--- src/rtl/blake2b_round_sched.sv ---
// BLAKE2b round scheduler: sequences one compression (init, 12 rounds of
// column/diagonal half-rounds over a shared 4-wide G array, finalize) and
// selects the eight message-word indices for each half-round.

package blake2b_pkg;

    // Message schedule permutation, ten rows of sixteen word indices.
    localparam logic [3:0] SIGMA [160] = '{
        4'd0,  4'd1,  4'd2,  4'd3,  4'd4,  4'd5,  4'd6,  4'd7,
        4'd8,  4'd9,  4'd10, 4'd11, 4'd12, 4'd13, 4'd14, 4'd15,
        4'd14, 4'd10, 4'd4,  4'd8,  4'd9,  4'd15, 4'd13, 4'd6,
        4'd1,  4'd12, 4'd0,  4'd2,  4'd11, 4'd7,  4'd5,  4'd3,
        4'd11, 4'd8,  4'd12, 4'd0,  4'd5,  4'd2,  4'd15, 4'd13,
        4'd10, 4'd14, 4'd3,  4'd6,  4'd7,  4'd1,  4'd9,  4'd4,
        4'd7,  4'd9,  4'd3,  4'd1,  4'd13, 4'd12, 4'd11, 4'd14,
        4'd2,  4'd6,  4'd5,  4'd10, 4'd4,  4'd0,  4'd15, 4'd8,
        4'd9,  4'd0,  4'd5,  4'd7,  4'd2,  4'd4,  4'd10, 4'd15,
        4'd14, 4'd1,  4'd11, 4'd12, 4'd6,  4'd8,  4'd3,  4'd13,
        4'd2,  4'd12, 4'd6,  4'd10, 4'd0,  4'd11, 4'd8,  4'd3,
        4'd4,  4'd13, 4'd7,  4'd5,  4'd15, 4'd14, 4'd1,  4'd9,
        4'd12, 4'd5,  4'd1,  4'd15, 4'd14, 4'd13, 4'd4,  4'd10,
        4'd0,  4'd7,  4'd6,  4'd3,  4'd9,  4'd2,  4'd8,  4'd11,
        4'd13, 4'd11, 4'd7,  4'd14, 4'd12, 4'd1,  4'd3,  4'd9,
        4'd5,  4'd0,  4'd15, 4'd4,  4'd8,  4'd6,  4'd2,  4'd10,
        4'd6,  4'd15, 4'd14, 4'd9,  4'd11, 4'd3,  4'd0,  4'd8,
        4'd12, 4'd2,  4'd13, 4'd7,  4'd1,  4'd4,  4'd10, 4'd5,
        4'd10, 4'd2,  4'd8,  4'd4,  4'd7,  4'd6,  4'd1,  4'd5,
        4'd15, 4'd11, 4'd9,  4'd14, 4'd3,  4'd12, 4'd13, 4'd0
    };

endpackage

module blake2b_round_sched #(
    parameter int ROUNDS  = 12,
    parameter int TIMEOUT = 64
) (
    input  logic        i_clk,
    input  logic        i_rst_n,
    input  logic        i_blk_val,
    input  logic        i_blk_last,
    output logic        o_blk_rdy,
    input  logic        i_abort,
    output logic        o_init,
    output logic        o_g_val,
    output logic        o_g_diag,
    output logic [31:0] o_g_msg_idx,
    input  logic        i_g_val,
    output logic [3:0]  o_round,
    output logic        o_fin,
    output logic        o_done,
    output logic        o_done_last,
    output logic        o_err
);

    localparam int CNT_W = $clog2(TIMEOUT);

    localparam logic [2:0] ST_IDLE  = 3'd0;
    localparam logic [2:0] ST_INIT  = 3'd1;
    localparam logic [2:0] ST_ISSUE = 3'd2;
    localparam logic [2:0] ST_WAIT  = 3'd3;
    localparam logic [2:0] ST_FINAL = 3'd4;

    localparam logic [3:0] LAST_ROUND = 4'(ROUNDS - 1);
    // The counter starts at 0 in the first WAIT cycle; the cycle in which it
    // would step onto TIMEOUT-1 is the last chance for i_g_val.
    localparam logic [CNT_W-1:0] CNT_LIMIT = CNT_W'(TIMEOUT - 2);

    logic [2:0]       state_reg, state_next;
    logic [3:0]       round_reg, round_next;
    logic             half_reg, half_next;
    logic [CNT_W-1:0] cnt_reg, cnt_next;
    logic             last_reg, last_next;
    logic             err_reg, err_next;
    logic [31:0]      idx_reg, idx_next;
    logic [3:0]       row_next;
    logic [31:0]      idx_calc;

    // Next-state logic; abort overrides everything else while busy.
    always_comb begin
        state_next = state_reg;
        round_next = round_reg;
        half_next  = half_reg;
        cnt_next   = cnt_reg;
        last_next  = last_reg;
        err_next   = 1'b0;
        if (i_abort && (state_reg != ST_IDLE)) begin
            state_next = ST_IDLE;
        end else begin
            case (state_reg)
                ST_IDLE: begin
                    if (i_blk_val) begin
                        last_next  = i_blk_last;
                        state_next = ST_INIT;
                    end
                end
                ST_INIT: begin
                    round_next = 4'd0;
                    half_next  = 1'b0;
                    state_next = ST_ISSUE;
                end
                ST_ISSUE: begin
                    cnt_next   = '0;
                    state_next = ST_WAIT;
                end
                ST_WAIT: begin
                    if (i_g_val) begin
                        if (!half_reg) begin
                            half_next  = 1'b1;
                            state_next = ST_ISSUE;
                        end else if (round_reg == LAST_ROUND) begin
                            state_next = ST_FINAL;
                        end else begin
                            half_next  = 1'b0;
                            round_next = round_reg + 4'd1;
                            state_next = ST_ISSUE;
                        end
                    end else if (cnt_reg == CNT_LIMIT) begin
                        err_next   = 1'b1;
                        state_next = ST_IDLE;
                    end else begin
                        cnt_next = cnt_reg + CNT_W'(1);
                    end
                end
                ST_FINAL: begin
                    state_next = ST_IDLE;
                end
                default: begin
                    state_next = ST_IDLE;
                end
            endcase
            // A G result nobody asked for is flagged but otherwise ignored.
            if (i_g_val && (state_reg != ST_WAIT)) begin
                err_next = 1'b1;
            end
        end
    end

    // SIGMA row is round mod 10; rounds never exceed 15, so one subtract suffices.
    always_comb begin
        row_next = (round_next >= 4'd10) ? (round_next - 4'd10) : round_next;
    end

    genvar gi;
    generate
        for (gi = 0; gi < 8; gi++) begin : g_idx
            assign idx_calc[gi*4 +: 4] = blake2b_pkg::SIGMA[{row_next, half_next, 3'(gi)}];
        end
    endgenerate

    // Indices are latched only on entry to ISSUE so they stay stable through WAIT.
    always_comb begin
        idx_next = (state_next == ST_ISSUE) ? idx_calc : idx_reg;
    end

    // State and counter registers.
    always_ff @(posedge i_clk or negedge i_rst_n) begin
        if (!i_rst_n) begin
            state_reg <= ST_IDLE;
            round_reg <= 4'd0;
            half_reg  <= 1'b0;
            cnt_reg   <= '0;
            last_reg  <= 1'b0;
            err_reg   <= 1'b0;
            idx_reg   <= 32'd0;
        end else begin
            state_reg <= state_next;
            round_reg <= round_next;
            half_reg  <= half_next;
            cnt_reg   <= cnt_next;
            last_reg  <= last_next;
            err_reg   <= err_next;
            idx_reg   <= idx_next;
        end
    end

    assign o_blk_rdy   = (state_reg == ST_IDLE);
    assign o_init      = (state_reg == ST_INIT);
    assign o_g_val     = (state_reg == ST_ISSUE);
    assign o_g_diag    = half_reg;
    assign o_g_msg_idx = idx_reg;
    assign o_round     = round_reg;
    assign o_fin       = (state_reg == ST_FINAL);
    assign o_done      = (state_reg == ST_FINAL);
    assign o_done_last = (state_reg == ST_FINAL) && last_reg;
    assign o_err       = err_reg;

endmodule

--- config.mk ---
export PLATFORM = sky130hd
export DESIGN_NAME = blake2b_round_sched
export DESIGN_NICKNAME = d
export VERILOG_FILES = /design/src/rtl/blake2b_round_sched.sv
export SDC_FILE = /design/constraint.sdc
export NUM_CORES = 1
export LEC_CHECK = 0
export ABC_CLOCK_PERIOD_IN_PS = 3300
export BUFFER_PORTS_ARGS = -buffer_cell sky130_fd_sc_hd__buf_4
export CORE_UTILIZATION = 29
export DETAILED_ROUTE_END_ITERATION = 12
export SLEW_MARGIN = 20
export SYNTH_ARGS = -nofsm -noshare
export SYNTH_HDL_FRONTEND = slang
export SYNTH_SLANG_ARGS = --single-unit
--- constraint.sdc ---
create_clock -name i_clk -period 3.3 [get_ports i_clk]
set_input_delay 0.165 -clock i_clk [delete_from_list [all_inputs] [get_ports i_clk]]
set_output_delay 0.165 -clock i_clk [all_outputs]
set_load 0.05 [all_outputs]
# ---- Word-level counts from Yosys, hierarchy flattened
# Memories as Yosys holds them, arrays and structs flattened. A register that Yosys moved wholly into a read port is not among the register bits.
# Index checks and enable logic that the tools add are counted.
dict set report word_totals {
  mem_bits_ro 8192
  elab_cells 79
  out_inout_bits 44
  latch_bits 0
  mem_count 8
  inputBits 6
  mem_bits_rw 0
  regBits 16
}
dict set report classes {
  n_bitwise 9
  n_eq_ne 10
  reduce_logical 16
  div 0
  shift 0
  addsub 3
  mux 26
  magnitude_cmp 1
  n_mul 0
}
# memory words width rd rd_ports_with_merged_regs wr line
set mem_list {}
lappend mem_list {{(name not given)} 256 4 1 1 0 146} ;# assign idx_calc[gi*4 +: 4] = blake2b_pkg::SIGMA[{row_next, half_next, 3'(gi)}];
lappend mem_list {{(name not given)} 256 4 1 1 0 146}
lappend mem_list {{(name not given)} 256 4 1 1 0 146}
lappend mem_list {{(name not given)} 256 4 1 1 0 146}
lappend mem_list {{(name not given)} 256 4 1 1 0 146}
lappend mem_list {{(name not given)} 256 4 1 1 0 146}
lappend mem_list {{+2 memories} -- -- -- -- -- --}
# operator n
set op_table {}
lappend op_table {{$not A8 Y9} 8}
lappend op_table {{$mux W4} 5}
lappend op_table {{$mux W3} 6}
lappend op_table {{$mux W6} 2}
lappend op_table {{$pmux W3 S4} 1}
lappend op_table {{$pmux W6 S2} 1}
lappend op_table {{$eq A3 B2 Y1 const B} 3}
lappend op_table {{$mux W1} 9}
lappend op_table {{$logic_not A1 Y1} 8}
lappend op_table {{$pmux W4 S2} 1}
lappend op_table {{$add A6 B1 Y6 const B} 1}
lappend op_table {{$eq A6 B6 Y1 const B} 1}
lappend op_table {{$add A4 B1 Y4 const B} 1}
lappend op_table {{$eq A4 B4 Y1 const B} 1}
lappend op_table {{$ge A4 B4 Y1 const B} 1}
lappend op_table {{$ne A2 B2 Y1 const B} 2}
lappend op_table {{$reduce_and A4 Y1} 1}
lappend op_table {{$sub A4 B4 Y4 const B} 1}
lappend op_table {{$eq A3 B1 Y1 const B} 1}
lappend op_table {{$eq A3 B3 Y1 const B} 1}
lappend op_table {{$logic_and A1 B1 Y1} 3}
lappend op_table {{$logic_not A3 Y1} 1}
lappend op_table {{$ne A3 B2 Y1 const B} 1}
lappend op_table {{$reduce_and A3 Y1} 1}
lappend op_table {{other kinds (4)} 4}

# ---- Longest topological paths before layout
# Gate-level depths: netlist of run 1.
dict set report depth {
  depth_word 9
  depth_mapped 15
  ltp_nobuf 12
}

# ---- Least setup slack after synthesis of run 1
# No wires, ideal clock.
dict set report synth_timing {
  path_type {reg-to-reg}
  start {reg round_reg[1] (netlist: o_round[1])}
  end {reg idx_reg[27] (netlist: o_g_msg_idx[27])}
  synth_period_minus_slack_ns 3.586
  required_ns 3.176
  slack_ns -0.286
  path_stages_with_launch 16
  arrival_time_ns 3.462
  setup_time_ns 0.124
  n_path_buf 3
  path_cell_list {dfrtp_1 > ha_1 > nand3b_1 > nor2b_1 > nand2b_1 > a21o_1 > clkbuf_1 > inv_1 > clkbuf_1 > ha_1 > buf_4 > nor3_1 > a21oi_1 > o32a_1 > and3_1 > a211o_1}
}
dict set report synth_between {
  word_cells_on_any_way 22
  cone_classes {add/sub (2); order compare (1); eq/ne (2); mux (16); bitwise (1)}
}
# item line
set synth_lines {}
lappend synth_lines {{start: declaration} 69} ;# logic [3:0] round_reg, round_next;
lappend synth_lines {{start signal: assignment} 167} ;# round_reg <= round_next;
lappend synth_lines {{$eq A4 B4 Y1} 110} ;# end else if (round_reg == LAST_ROUND) begin
lappend synth_lines {{$mux W1} 110}
lappend synth_lines {{$mux W1} 107} ;# if (!half_reg) begin
lappend synth_lines {{$mux W1} 106} ;# if (i_g_val) begin
lappend synth_lines {{$pmux W1 S2} 89} ;# case (state_reg)
lappend synth_lines {{$mux W1} 86} ;# if (i_abort && (state_reg != ST_IDLE)) begin
lappend synth_lines {{named net half_next} 70} ;# logic half_reg, half_next;
lappend synth_lines {{$not A8 Y9 (implied by the code)} 146}
lappend synth_lines {{end: declaration} 74} ;# logic [31:0] idx_reg, idx_next;
# The timed path passes the listed nets, and every way through them passes these cells.
# A chain may end at the register's enable or synchronous reset.

# ---- Worst setup path after layout of run 1
dict set report layout_timing {
  start {reg state_reg[2]}
  end {reg idx_reg[9] (netlist: o_g_msg_idx[9])}
}
dict set report layout_between {
  elab_chain_cells 6
  word_cells_on_any_way 20
  cone_classes {add/sub (1); order compare (1); eq/ne (4); mux (10); bitwise (1); reduce/logical (3)}
}
# item line
set layout_lines {}
lappend layout_lines {{start: declaration} 68} ;# logic [2:0] state_reg, state_next;
lappend layout_lines {{start signal: assignment} 166} ;# state_reg <= state_next;
lappend layout_lines {{$eq A3 B2 Y1 (tied with other cells)} 89}
lappend layout_lines {{$pmux W4 S2 / $logic_and A1 B1 Y1 (equally long branches)} {89, 86}}
lappend layout_lines {{$mux W4 *} 86}
lappend layout_lines {{named net round_next[3]} 69}
lappend layout_lines {{$sub A4 B4 Y4 / $ge A4 B4 Y1 (equally long branches)} 140} ;# row_next = (round_next >= 4'd10) ? (round_next - 4'd10) : round_next;
lappend layout_lines {{$mux W4 *} 140}
lappend layout_lines {{$not A8 Y9 (implied by the code) *} 146}
# Mark *: on every way through the listed nets, which the timed path passes. The rest lies on a longest branch.

==> results.tsv, run 1 <==
stage	metric	value	unit
detailed_routing	WL/cell	17.9	um
detailed_routing	drt pass-1 iters	4	
cells_and_area	layout cells sized above 1	0.220	
yosys	Synth top cells by count	nand2_1, dfrtp_1, nor2_1	
yosys	Netlist cell types	65	
worst_setup_path	CP Max Fanout	22	
cells_and_area	layout overhead on the synthesized area	22.5	%
yosys	register area share after synthesis	0.369	
cells_and_area	post-layout instance area	3980	um2
hold_path	HP Class	input port to register	
cells_and_area	Final nets	460	
sta	fin crit period	3.08	ns
detailed_routing	DRC viols	0	
clock_tree	CTS tree	built	
floorplan	io pins	50	
clock_tree	post-CTS setup buffer count	0	
yosys	Yosys reg bits	48	
worst_setup_path	crit-path most repeated cell	buf_4	
hold_path	Hold Path Sink	last_reg$_DFFE_PN0P_	
worst_setup_path	cell chain of the critical path	or3b_1 > nor4_1 > a221oi_1 > buf_4 > inv_1 > nand2_2 > o21ai_4 > buf_4 > nor2_1 > o311a_1 > a211o_1	
yosys	fraction of registers with async set/reset	1.00	
global_route	initial antenna violation count	0	
global_route	Total GRT Usage	0.188	
detailed_routing	final WL	10400	um
worst_setup_path	reg2reg end	o_g_msg_idx[9]$_DFFE_PN0N_	
sta	RSZ-0062 raised after global routing	false	
worst_setup_path	crit path DAT	3.27	ns
outcome	status	completed	
floorplan	die height	108	um
job	max-cap violation count	0	
yosys	Yosys top cell by area	dfrtp_1	
detailed_routing	vias per std cell	5.56	
worst_setup_path	CP max stage delay	0.49	ns
yosys	Ys Warns	0	
clock_tree	H-tree depth	2	
clock_tree	Worst-Skew Late Latency	0.31	ns
cells_and_area	register area	1200	um2
sta	Period Utilization, post-route	0.933	
worst_setup_path	crit end category	register	
detailed_routing	DR vias	3230	
sta	clock skew	0.0131	ns
power	peak supply drop	491	uV
sta	Hold Vio Cnt, Final	0	
sta	setup TNS	0	ns
yosys	syn nets	411	
placement	GPL Wtd Cong	0.879	
worst_setup_path	CP max stage cell	or3b_1	
yosys	Mapped Cells	391	
yosys	Post-synth EDFFs	0	
clock_tree	total CTS buffers	5	
power	Sw Ratio	0.552	
cells_and_area	n_diodes	0	
sta	Slew @ Worst Pin	0.652	ns
yosys	top cells by area, synth	dfrtp_1, nand2_1, ha_1	
detailed_routing	ANT nets after route	0	
power	NetSw	2650	uW
power	Pleak	0.00173	uW
cells_and_area	number of flip-flops in the largest register	32	
placement	I/O Buffers	49	
yosys	Mapped Avg Cell Area	8.32	um2
clock_tree	clock-pin slew on the worst setup and hold paths	0.09	ns
global_route	first-pass GRT wire length	16800	um
worst_setup_path	R2R Setup Slk	0.22	ns
clock_tree	Root Buffer	clkbuf_8	
yosys	Synth Flop Type	dfrtp_1	
worst_setup_path	critical path type	register to register	
floorplan	Initial Util	0.299	
sta	Max Clk Rate	325	MHz
global_route	largest net degree at the start of global routing	49	
worst_setup_path	Worst Path Required	3.49	ns
sta	Max-slew headroom	0.565	
placement	DP Area	3860	um2
clock_tree	Clock Path Buffers	2	
floorplan	cell row count	38	
cells_and_area	fill count	1113	
floorplan	Die X	108	um
worst_setup_path	Worst R2R Start	state_reg[2]$_DFF_PN0_	
worst_setup_path	worst reg-to-reg path cell count	11	
power	combinational power share	0.696	
sta	final setup fails	0	
yosys	Yosys top cell area share	0.369	
global_route	vias in the first global route	3093	
power	Reg power frac	0.214	
detailed_routing	DRT iter0 DRCs	328	
global_route	remaining global-route overflow	0	
power	PD cells	1210	nW/um2
hold_path	min-delay src	i_blk_last	
yosys	Mapped Area	3250	um2
cells_and_area	Multi-input gate area	1890	um2
hold_path	hold depth	2	
floorplan	die area	11600	um2
floorplan	core footprint	10900	um2
yosys	top-count cell post-synth	nand2_1	
power	Power Internal	2150	uW
power	clock power share	0.090	
sta	max-slew violation count	0	
placement	hpwl dp	7310	um
worst_setup_path	CP startpoint kind	register	
worst_setup_path	CP Launch Point	state_reg[2]$_DFF_PN0_	
clock_tree	clk sinks	48	
[layout by cell type, fill, tap and decap left out, drive strengths merged, types with 3 or more instances in the layout]
| cell type | instances |
|---|---|
| nand2 | 53 |
| a22o | 6 |
| and2 | 4 |
| and3 | 5 |
| nand3 | 12 |
| clkbuf | 6 |
| o211ai | 5 |
| a221o | 5 |
| nor4 | 3 |
| a211oi | 4 |
| nor3b | 6 |
| o31ai | 4 |
| dfrtp | 48 |
| o21ai | 31 |
| a211o | 3 |
| a31oi | 5 |
| o32a | 3 |
| buf | 74 |
| o31a | 4 |
| a221oi | 4 |
| nand2b | 5 |
| o22a | 4 |
| or3 | 3 |
| nor2 | 40 |
| a21oi | 28 |
| inv | 9 |
| ha | 14 |
| nor3 | 11 |
[routing by layer]
metal	part of all wire	track usage
met1	0.47	0.267
met2	0.46	0.291
met3	0.057	0.0278
met4	0.013	0.0548
met5	0	0
[cells by family (layout without fill, tap and decap cells)]
kind of cell / count (synthesis) / in the layout / share of synthesized area
adders and majority gates: 14 / 14 / 0.0539
AOI/OAI and AO/OA: 130 / 130 / 0.284
xor gates and xnor gates: 4 / 4 / 0.0108
DFF: 48 / 48 / 0.369
buffers and inverters: 42 / 92 / 0.0569
and+or+nand+nor: 150 / 150 / 0.215
muxes: 3 / 3 / 0.0100
[power by group through the flow]
stage / logic [uW] / registers (uW) / clock network (uW)
2_1_floorplan: 1550 / 1730 / 0
3_3_place_gp: 3280 / 1030 / 0
3_5_place_dp: 3280 / 1050 / 0
4_1_cts: 3300 / 1030 / 446
5_1_grt: 3590 / 1070 / 475
6_report: 3340 / 1030 / 433
[worst max-delay path by stage]
stage / endpoint / depth (start not counted) / slack (ns)
5_1_grt: o_g_msg_idx[29]$_DFFE_PN0N_ / 11 / 0.04
6_report: o_g_msg_idx[9]$_DFFE_PN0N_ / 11 / 0.22
2_1_floorplan: o_g_msg_idx[27]$_DFFE_PN0N_ / 14 / 0.04
3_5_place_dp: o_g_msg_idx[2]$_DFFE_PN0N_ / 12 / 0.29
4_1_cts: o_g_msg_idx[2]$_DFFE_PN0N_ / 12 / 0.26
3_3_place_gp: o_g_msg_idx[8]$_DFFE_PN0N_ / 11 / 0.31
[area by class of cell]
type                       count  area share
multi-input combinational    301       0.473
clock inverter                 2     0.00879
sequential                    48       0.302
clock buffer                   6      0.0182
timing repair buffer          75       0.145
tap                          140      0.0440
inverter                       9     0.00848
[what timing repair did]
| item | CTS | global route |
|---|---|---|
| setup endpoints to repair | 0 | 3 |
| hold buffers | 1 | 0 |
| resized for setup | 0 | 1 |
| hold endpoints to repair | 48 | 0 |
[through the flow]
| stage | total power (uW) | hold WS, ns | setup slack (ns) | std cells | util |
|---|---|---|---|---|---|
| 6_report | 4800 | 0.0984 | 0.220 | 581 | 0.366 |
| 3_5_place_dp | 4330 | 0.244 | 0.293 | 572 | 0.355 |
| 2_1_floorplan | 3280 | -0.131 | 0.0412 | 391 | - |
| 4_1_cts | 4780 | 0.0903 | 0.260 | 581 | 0.366 |
| 5_1_grt | 5130 | 0.0839 | 0.0370 | 581 | 0.366 |
| 3_3_place_gp | 4320 | 0.229 | 0.307 | 572 | 0.355 |
[critical path: cells and delay by family, from the launching register on]
| kind | cells | cell delay (ns) |
|---|---|---|
| AO/OA/AOI/OAI | 4 | 0.85 |
| buffers and inverters | 3 | 0.67 |
| flip-flops | 1 | 0.38 |
| AND/OR/NAND/NOR | 4 | 1.07 |
No activity file was read; power rests on OpenSTA's default activity.
==> run 2: changes to the inputs <==
MAX_ROUTING_LAYER = met4   (was unset)
==> run 2 against run 1 <==
  * Via count shrank 0.53%
  * Power fell by 2.0%
  * Worst hold slack lost 0.0072 ns
  * Sequential share of layout area up 0.086 points
  * Final area decreased by 0.28%
  * Flip-flop and latch count did not move
  * Critical endpoint is now o_g_msg_idx[8]$_DFFE_PN0N_
  * Largest power group unchanged
  * Highest routed layer unchanged
==> results.tsv, run 2 (synthesis results as in run 1) <==
stage	metric	value	unit
detailed_routing	WL/cell	17.4	um
clock_tree	H-tree depth	2	
detailed_routing	ANT nets after route	0	
detailed_routing	DRT iter0 DRCs	314	
global_route	largest net degree at the start of global routing	49	
detailed_routing	drt pass-1 iters	4	
hold_path	hold depth	2	
power	PD cells	1180	nW/um2
worst_setup_path	crit path DAT	3.21	ns
sta	Max Clk Rate	338	MHz
detailed_routing	DR vias	3213	
placement	I/O Buffers	49	
clock_tree	post-cts gate resize count	0	
global_route	first-pass GRT wire length	16700	um
cells_and_area	Final nets	463	
worst_setup_path	Worst Path Required	3.55	ns
clock_tree	clk sinks	48	
cells_and_area	n_diodes	0	
floorplan	die height	108	um
hold_path	min-delay src	i_blk_last	
clock_tree	total CTS buffers	5	
placement	hpwl dp	7250	um
cells_and_area	commonest non-fill, non-tap cell in the layout	buf_4	
job	max-cap violation count	0	
hold_path	Hold Path Sink	last_reg$_DFFE_PN0P_	
hold_path	HP Class	input port to register	
detailed_routing	final WL	10100	um
worst_setup_path	CP Max Fanout	14	
floorplan	die area	11600	um2
cells_and_area	number of flip-flops in the largest register	32	
power	Design Power	4710	uW
cells_and_area	Multi-input gate area	1880	um2
global_route	remaining global-route overflow	0	
cells_and_area	fill count	1153	
global_route	initial antenna violation count	0	
sta	Period Utilization, post-route	0.896	
clock_tree	CTS tree	built	
sta	Slew @ Worst Pin	0.633	ns
power	peak supply drop	511	uV
clock_tree	Clock Path Buffers	2	
placement	Cells after DPL	575	
sta	RSZ-0062 raised after global routing	false	
worst_setup_path	Worst R2R Start	state_reg[2]$_DFF_PN0_	
clock_tree	clock-pin slew on the worst setup and hold paths	0.09	ns
detailed_routing	vias per std cell	5.51	
worst_setup_path	CP startpoint kind	register	
cells_and_area	layout overhead on the synthesized area	22.2	%
sta	fin crit period	2.96	ns
worst_setup_path	R2R Setup Slk	0.34	ns
clock_tree	Worst-Skew Late Latency	0.32	ns
global_route	Total GRT Usage	0.190	
power	Pleak	0.00173	uW
cells_and_area	register area	1200	um2
outcome	status	completed	
worst_setup_path	reg2reg end	o_g_msg_idx[8]$_DFFE_PN0N_	
sta	Hold Vio Cnt, Final	0	
sta	Max-slew headroom	0.578	
cells_and_area	fin cells	583	
floorplan	io pins	50	
floorplan	core footprint	10900	um2
sta	max-slew violation count	0	
placement	GPL Wtd Cong	0.896	
clock_tree	Root Buffer	clkbuf_8	
worst_setup_path	critical path type	register to register	
detailed_routing	DRC viols	0	
floorplan	cell row count	38	
sta	setup TNS	0	ns
floorplan	Die X	108	um
cells_and_area	most frequent cells in the layout	buf_4, nand2_1, dfrtp_1	
sta	clock skew	0.0171	ns
sta	final setup fails	0	
cells_and_area	layout cells sized above 1	0.221	
worst_setup_path	worst reg-to-reg path cell count	11	
worst_setup_path	crit end category	register	
floorplan	Initial Util	0.299	
global_route	vias in the first global route	3098	
==> run 2: through the flow <==
stage	hold WS [ns]	setup slack, ns	utilization	area, um2
after floorplan	-0.131	0.0412	-	3260
after global placement	0.232	0.377	0.357	3880
after detailed placement	0.236	0.360	0.357	3880
after CTS	0.0838	0.340	0.365	3970
after global routing	0.0876	0.0641	0.365	3970
final	0.0912	0.343	0.365	3970
==> run 2: metal layers <==
layer / global-route usage / wire [um]
met3: 0.0272 / 654
met5: - / 0
met2: 0.283 / 4470
met1: 0.265 / 4840
met4: 0.0558 / 177
==> run 2: worst max-delay path by stage <==
stage	startpoint	end	slack [ns]	cells after the start
floorplan	o_round[1]$_DFF_PN0_	o_g_msg_idx[27]$_DFFE_PN0N_	0.04	14
detailed placement	state_reg[0]$_DFF_PN0_	o_g_msg_idx[29]$_DFFE_PN0N_	0.36	11
finish	state_reg[2]$_DFF_PN0_	o_g_msg_idx[8]$_DFFE_PN0N_	0.34	11
global placement	state_reg[2]$_DFF_PN0_	o_g_msg_idx[15]$_DFFE_PN0N_	0.38	11
global route	state_reg[2]$_DFF_PN0_	o_g_msg_idx[24]$_DFFE_PN0N_	0.06	14
CTS	state_reg[2]$_DFF_PN0_	o_g_msg_idx[29]$_DFFE_PN0N_	0.34	11
==> run 2: timing repair <==
action / CTS / global route
endpoints found under the hold margin: 48 / 0
hold buffers: 1 / 0
setup buffers: 0 / 0
==> run 2: worst max-delay path, cell delays in order (launching register included) <==
cell and delay, ns:
dfrtp_1 0.38, or3b_1 0.37, buf_4 0.18, nor4_1 0.27, a221oi_1 0.08, buf_4 0.19, inv_1 0.15, nand2_1 0.10
nand2_1 0.40, mux2_2 0.39, o21ai_0 0.22, a22o_1 0.17
==> run 2: power by group <==
group / leakage [uW] / internal [uW] / switching [uW]
clock: 0.0000410 / 145 / 205
combinational: 0.00111 / 1110 / 2230
sequential: 0.000580 / 830 / 190
==> run 2: cell type report <==
cell class / instances / share of cell area
Multi-Input combinational cell: 301 / 0.474
Sequential cell: 48 / 0.303
Timing Repair Buffer: 78 / 0.151
Tap cell: 140 / 0.0441
Clock buffer: 6 / 0.0183
Inverter: 9 / 0.00850
Clock inverter: 1 / 0.00126
